$ cat config.mk
export PLATFORM = sky130hd
export DESIGN_NAME = fetch_unit
export DESIGN_NICKNAME = d
export VERILOG_FILES = /design/src/rtl/fetch_pkg.sv /design/src/rtl/fetch_queue.sv /design/src/rtl/fetch_unit.sv
export SDC_FILE = /design/constraint.sdc
export NUM_CORES = 1
export LEC_CHECK = 0
export BUFFER_PORTS_ARGS = -buffer_cell sky130_fd_sc_hd__buf_2
export CAP_MARGIN = 10
export CORE_MARGIN = 2
export CORE_UTILIZATION = 25
export CTS_CLUSTER_DIAMETER = 30
export DETAILED_ROUTE_END_ITERATION = 10
export PLACE_DENSITY = 0.53
export SETUP_SLACK_MARGIN = 0.02
export SYNTH_ARGS = -nofsm -noshare
export SYNTH_HDL_FRONTEND = slang
export SYNTH_HIERARCHICAL = 1
export SYNTH_SLANG_ARGS = --single-unit
$ cat constraint.sdc
create_clock -name clk -period 6.3 [get_ports clk]
set_input_delay 0.63 -clock clk [delete_from_list [all_inputs] [get_ports clk]]
set_output_delay 0.63 -clock clk [all_outputs]
set_load 0.01 [all_outputs]
$ cat src/rtl/fetch_pkg.sv
`default_nettype none
// ============================================================================
// Module   : fetch_pkg
// Brief    : Shared types and constants for the instruction fetch front end.
// Revision : 1.0 - initial release
// ============================================================================
package fetch_pkg;

  localparam int XLEN        = 32;
  localparam int INSTR_BYTES = 4;

  typedef enum logic [1:0] {
    IDLE    = 2'd0,
    WAIT    = 2'd1,
    DISCARD = 2'd2
  } fetch_state_t;

  typedef struct packed {
    logic [XLEN-1:0] pc;
    logic [XLEN-1:0] instr;
  } fetch_entry_t;

endpackage
`default_nettype wire

$ cat src/rtl/fetch_queue.sv
`default_nettype none
// ============================================================================
// Module   : fetch_queue
// Brief    : Synchronous FIFO of fetched {pc, instr} entries; flush wins.
// Revision : 1.0 - initial release
// ============================================================================
module fetch_queue
  import fetch_pkg::*;
#(
  parameter int DEPTH = 2,
  localparam int PTR_W = $clog2(DEPTH),
  localparam int CNT_W = PTR_W + 1
) (
  input  logic             clk,
  input  logic             rst,
  input  logic             push,
  input  logic             pop,
  input  logic             flush,
  input  fetch_entry_t     din,
  output fetch_entry_t     dout,
  output logic [CNT_W-1:0] count,
  output logic             empty
);

  fetch_entry_t     r_mem [DEPTH];
  logic [PTR_W-1:0] r_rd_ptr;
  logic [PTR_W-1:0] r_wr_ptr;
  logic [CNT_W-1:0] r_count;
  logic             w_full;
  logic             w_push;
  logic             w_pop;

  assign w_full = (r_count == CNT_W'(DEPTH));
  assign w_pop  = pop & (r_count != '0);
  assign w_push = push & (~w_full | w_pop);

  always_ff @(posedge clk) begin
    if (rst) begin
      r_rd_ptr <= '0;
      r_wr_ptr <= '0;
      r_count  <= '0;
      for (int i = 0; i < DEPTH; i++) r_mem[i] <= '0;
    end else if (flush) begin
      r_rd_ptr <= '0;
      r_wr_ptr <= '0;
      r_count  <= '0;
    end else begin
      if (w_push) begin
        r_mem[r_wr_ptr] <= din;
        r_wr_ptr        <= r_wr_ptr + PTR_W'(1);
      end
      if (w_pop) r_rd_ptr <= r_rd_ptr + PTR_W'(1);
      case ({w_push, w_pop})
        2'b10:   r_count <= r_count + CNT_W'(1);
        2'b01:   r_count <= r_count - CNT_W'(1);
        default: r_count <= r_count;
      endcase
    end
  end

  assign dout  = r_mem[r_rd_ptr];
  assign count = r_count;
  assign empty = (r_count == '0);

endmodule
`default_nettype wire

$ cat src/rtl/fetch_unit.sv
`default_nettype none
// ============================================================================
// Module   : fetch_unit
// Brief    : Fetch PC owner; one outstanding imem request, queued delivery.
// Revision : 1.0 - initial release
// ============================================================================
module fetch_unit
  import fetch_pkg::*;
#(
  parameter int DEPTH  = 2,
  parameter int ADDR_W = 32
) (
  input  logic              clk,
  input  logic              reset,
  input  logic [ADDR_W-1:0] startPC,
  output logic              imem_req,
  output logic [ADDR_W-1:0] imem_addr,
  input  logic              imem_ack,
  input  logic [31:0]       imem_rdata,
  output logic              instr_valid,
  output logic [31:0]       instr_out,
  output logic [ADDR_W-1:0] instr_pc,
  input  logic              instr_ready,
  input  logic              redirect,
  input  logic [ADDR_W-1:0] redirect_pc
);

  localparam int              CNT_W   = $clog2(DEPTH) + 1;
  localparam logic [CNT_W-1:0] c_depth = CNT_W'(DEPTH);

  fetch_state_t      r_state, w_state_nxt;
  logic              r_req, w_req_nxt;
  logic [ADDR_W-1:0] r_addr, w_addr_nxt;
  logic [ADDR_W-1:0] r_fetch_pc, w_fetch_pc_nxt;
  logic [ADDR_W-1:0] w_start_pc, w_redirect_pc, w_pc_plus;
  logic              w_push, w_pop, w_empty;
  logic              w_idle_room, w_wait_room;
  logic [CNT_W-1:0]  w_count;
  fetch_entry_t      w_din, w_dout;
  logic              w_unused_bits;

  assign w_start_pc    = {startPC[ADDR_W-1:2], 2'b00};
  assign w_redirect_pc = {redirect_pc[ADDR_W-1:2], 2'b00};
  assign w_pc_plus     = r_fetch_pc + ADDR_W'(INSTR_BYTES);
  assign w_unused_bits = ^{startPC[1:0], redirect_pc[1:0]};

  assign w_pop = ~w_empty & instr_ready;
  assign w_din = '{pc: r_fetch_pc, instr: imem_rdata};

  // Room checks use the post-cycle count so the new request always owns a free slot.
  assign w_idle_room = (w_count - CNT_W'(w_pop)) < c_depth;
  assign w_wait_room = (w_count - CNT_W'(w_pop) + CNT_W'(1)) < c_depth;

  always_comb begin
    w_state_nxt    = r_state;
    w_req_nxt      = r_req;
    w_addr_nxt     = r_addr;
    w_fetch_pc_nxt = r_fetch_pc;
    w_push         = 1'b0;
    unique case (r_state)
      IDLE: begin
        if (redirect) begin
          w_fetch_pc_nxt = w_redirect_pc;
          w_req_nxt      = 1'b1;
          w_addr_nxt     = w_redirect_pc;
          w_state_nxt    = WAIT;
        end else if (w_idle_room) begin
          w_req_nxt   = 1'b1;
          w_addr_nxt  = r_fetch_pc;
          w_state_nxt = WAIT;
        end
      end
      WAIT: begin
        if (redirect) begin
          w_fetch_pc_nxt = w_redirect_pc;
          if (imem_ack) w_addr_nxt  = w_redirect_pc;
          else          w_state_nxt = DISCARD;
        end else if (imem_ack) begin
          w_push         = 1'b1;
          w_fetch_pc_nxt = w_pc_plus;
          w_addr_nxt     = w_pc_plus;
          if (!w_wait_room) begin
            w_req_nxt   = 1'b0;
            w_state_nxt = IDLE;
          end
        end
      end
      DISCARD: begin
        // The stale request stays on the bus until memory answers it.
        if (redirect) w_fetch_pc_nxt = w_redirect_pc;
        if (imem_ack) begin
          w_addr_nxt  = w_fetch_pc_nxt;
          w_state_nxt = WAIT;
        end
      end
      default: begin
        w_req_nxt   = 1'b0;
        w_state_nxt = IDLE;
      end
    endcase
  end

  always_ff @(posedge clk) begin
    if (reset) begin
      r_state    <= IDLE;
      r_req      <= 1'b0;
      r_addr     <= w_start_pc;
      r_fetch_pc <= w_start_pc;
    end else begin
      r_state    <= w_state_nxt;
      r_req      <= w_req_nxt;
      r_addr     <= w_addr_nxt;
      r_fetch_pc <= w_fetch_pc_nxt;
    end
  end

  fetch_queue #(
    .DEPTH (DEPTH)
  ) u_queue (
    .clk   (clk),
    .rst   (reset),
    .push  (w_push),
    .pop   (w_pop),
    .flush (redirect),
    .din   (w_din),
    .dout  (w_dout),
    .count (w_count),
    .empty (w_empty)
  );

  assign imem_req    = r_req;
  assign imem_addr   = r_addr;
  assign instr_valid = ~w_empty;
  assign instr_out   = w_dout.instr;
  assign instr_pc    = w_dout.pc;

endmodule
`default_nettype wire

==> results.cfg <==
[timing]
hold_viol = 0
skew_ns = 0.0127
max_freq_mhz = 328
tns_ns = 0
grt_setup_unrepaired = false
worst_pin_slew_ns = 1.19
slew_headroom = 0.201
whs_ns = 0.473
drv_slew = 0
finalSetupViolCount = 0
post-route-period-util = 0.485
period_minus_slack_ns = 3.05

[run_status]
run_status = completed

[worst_hold_path]
holdPathStages = 2
holdCritPathClass = in -> reg

[routing]
routed_wl_um = 31900
wl_per_cell_um = 20.3
firstDrtPassIters = 6
drc_errors = 0
vias_per_cell = 4.87
vias = 7641
drtIter0Drc = 585
drtAntennaViolNets = 0

[synth]
synth_fa_ha_area_frac = 0.00838
syn-instance-count = 859
synth_most_common_cell = edfxtp_1
synth_top_family_by_area = simple AND/OR/NAND/NOR gates
synth.top_cells.by_count = edfxtp_1, and2_1, mux2_2, nand2_1, nor2_1
synth_compound_area_frac = 0.0851
async_flop_share = 0
synth_edf_count = 188
synth_area_per_cell_um2 = 12.2
syn_area_um2 = 10500
synthSimpleGateAreaFrac = 0.191
synth_nets = 967
synth_top_cell_by_area = edfxtp_1
synth_top_area_frac = 0.540
ys_warn_count = 6
synth_xor_area_frac = 0.0140
seq_area_frac_synth = 0.563
synthTopCellsByArea = edfxtp_1, mux2_2, and2_1, dfxtp_1, mux2i_1
ys_types = 68
synth_top_flop_cell = edfxtp_1
synth_mux_area_frac = 0.103
synth-seq-cells = 200

[pwr]
p_comb_frac = 0.163
clockPowerShare = 0.319
ir_worst_vdd_v = 0.000170
p_seq_frac = 0.518
swShare = 0.300
powerDensity_nw_per_um2 = 273
leakage_uw = 0.00479
internal_power_uw = 2370
p_switching_uw = 1020

[clocking]
cts_sinks = 200
clkLatencyLatePin_ns = 0.44
cts_root_buffer = clkbuf_16
cts_htree_levels = 4
post_cts_buffers = 0
cts.hold.buffers_added = 0
cts_resized = 0
path_clk_slew_ns = 0.08
cts_tree = yes
cts.path.max_buffers = 2
cts_inserted_buffers = 17

[worst_setup_path]
endpoint_kind = register
worst-setup-path-type = in -> reg
cpPeakStageDelay_ns = 0.47
crit_slowest_cell = buf_2
crit_path_start_kind = input port
required_ns = 6.41
ff2ff_setup_slack_ns = 3.27
worstRegToRegCells = 8
arrival_ns = 3.16
path_cells = buf_2 -> buf_4 -> nor2b_1 -> a21oi_1 -> o221ai_1 -> nand2_1 -> buf_4
crit_top_cell = buf_4
cp_max_fo = 31

[cells_and_area]
fin_nets = 1128
drive_gt1_frac = 0.316
syn2layout_area_growth_pct = 18.7

[placement]
io_buffers = 194
gp_congestion = 0.776
place_hpwl_um = 20900

[die]
die_y_um = 208
dieArea_um2 = 43500
ioPinCount = 199
die_w_um = 208
start_util = 0.255
coreArea_um2 = 41000
fp-row-count = 74

[global_route]
grt_use_total = 0.145
grt_overflow_total = 0
grt_max_degree = 69
antenna_found_initial = 4
grt_pass1_vias = 7301
grt_pass1_wl_um = 47000

[job]
drv_cap = 0
-- critical path, delay by kind of cell --
family / cells / cell delay, ns
compound gates: 2 / 0.57
buf+inv: 3 / 1.38
simple gates: 2 / 0.51
-- worst paths after layout --
kind                                        from              endpoint
worst max-delay path                    redirect         imem_addr[17]
worst min-delay path              imem_rdata[31]  u_queue/r_mem[1][31]
worst max register to register  u_queue/count[1]         imem_addr[17]
worst min register to register     r_fetch_pc[0]         r_fetch_pc[0]
-- final cells by class --
class                      count  area, um2
clock buffer                  20        447
fill                        4226      28600
antenna                        3       7.51
tap                          532        666
clock inverter                12        120
sequential                   200       5890
multi-input combinational    589       4210
inverter                      10       37.5
timing repair buffer         202       1030
-- through the flow --
stage | instances | total power (uW) | setup slack (ns) | utilization | instance area [um2]
after CTS | 1564 | 3440 | 3.23 | 0.302 | 12400
after global routing | 1566 | 3550 | 3.01 | 0.302 | 12400
final | 1568 | 3390 | 3.25 | 0.303 | 12400
after detailed placement | 1532 | 2340 | 2.77 | 0.288 | 11800
after global placement | 1532 | 2330 | 2.84 | 0.288 | 11800
after floorplan | 859 | 2060 | 3.24 | - | 10500
-- cells in the final DEF, fill, tap and decap left out, drive strengths merged, types with 12 or more instances in the layout --
cell type    n
nand2       47
nor2        37
inv         13
mux2        76
o211ai      13
nand4       18
o21ai       28
nor4        18
buf        201
mux2i       22
nand3       20
clkbuf      21
and2       132
a21oi       21
edfxtp     188
dfxtp       12
-- metal layers --
metal  global-route usage  part of all wire  vias up  routed length (um)
met3               0.0309             0.061       17                1960
li1                     -                 -     3555                   -
met4               0.0337            0.0091        4                 291
met2                0.230              0.47      289               14800
met5                    0           0.00085        -                  27
met1                0.202              0.46     3776               14700
-- power by group through the flow --
stage          combinational (uW)  sequential (uW)  clock (uW)
5_1_grt                       608             1780        1160
4_1_cts                       559             1760        1120
3_3_place_gp                  550             1780           0
3_5_place_dp                  554             1780           0
6_report                      554             1760        1080
2_1_floorplan                 335             1730           0
-- state kept, by name, summed over array words and instances (netlist names), named ones only --
signal	count
u_queue/r_mem	128
imem_addr	32
u_queue/r_rd_ptr	1
r_fetch_pc	32
imem_req	1
u_queue/count	2
r_state	2
u_queue/r_wr_ptr	1
-- logic make-up (layout without fill, tap and decap cells) --
kind of cell    count (synthesis)  in the layout
compound gates                127            127
simple gates                  342            342
flops                         200            200
xor+xnor                       15             15
buf+inv                        70            244
other cells                     0              3
fa+ha+maj                       7              7
mux                            98             98
(Power assumes the default switching activity.)
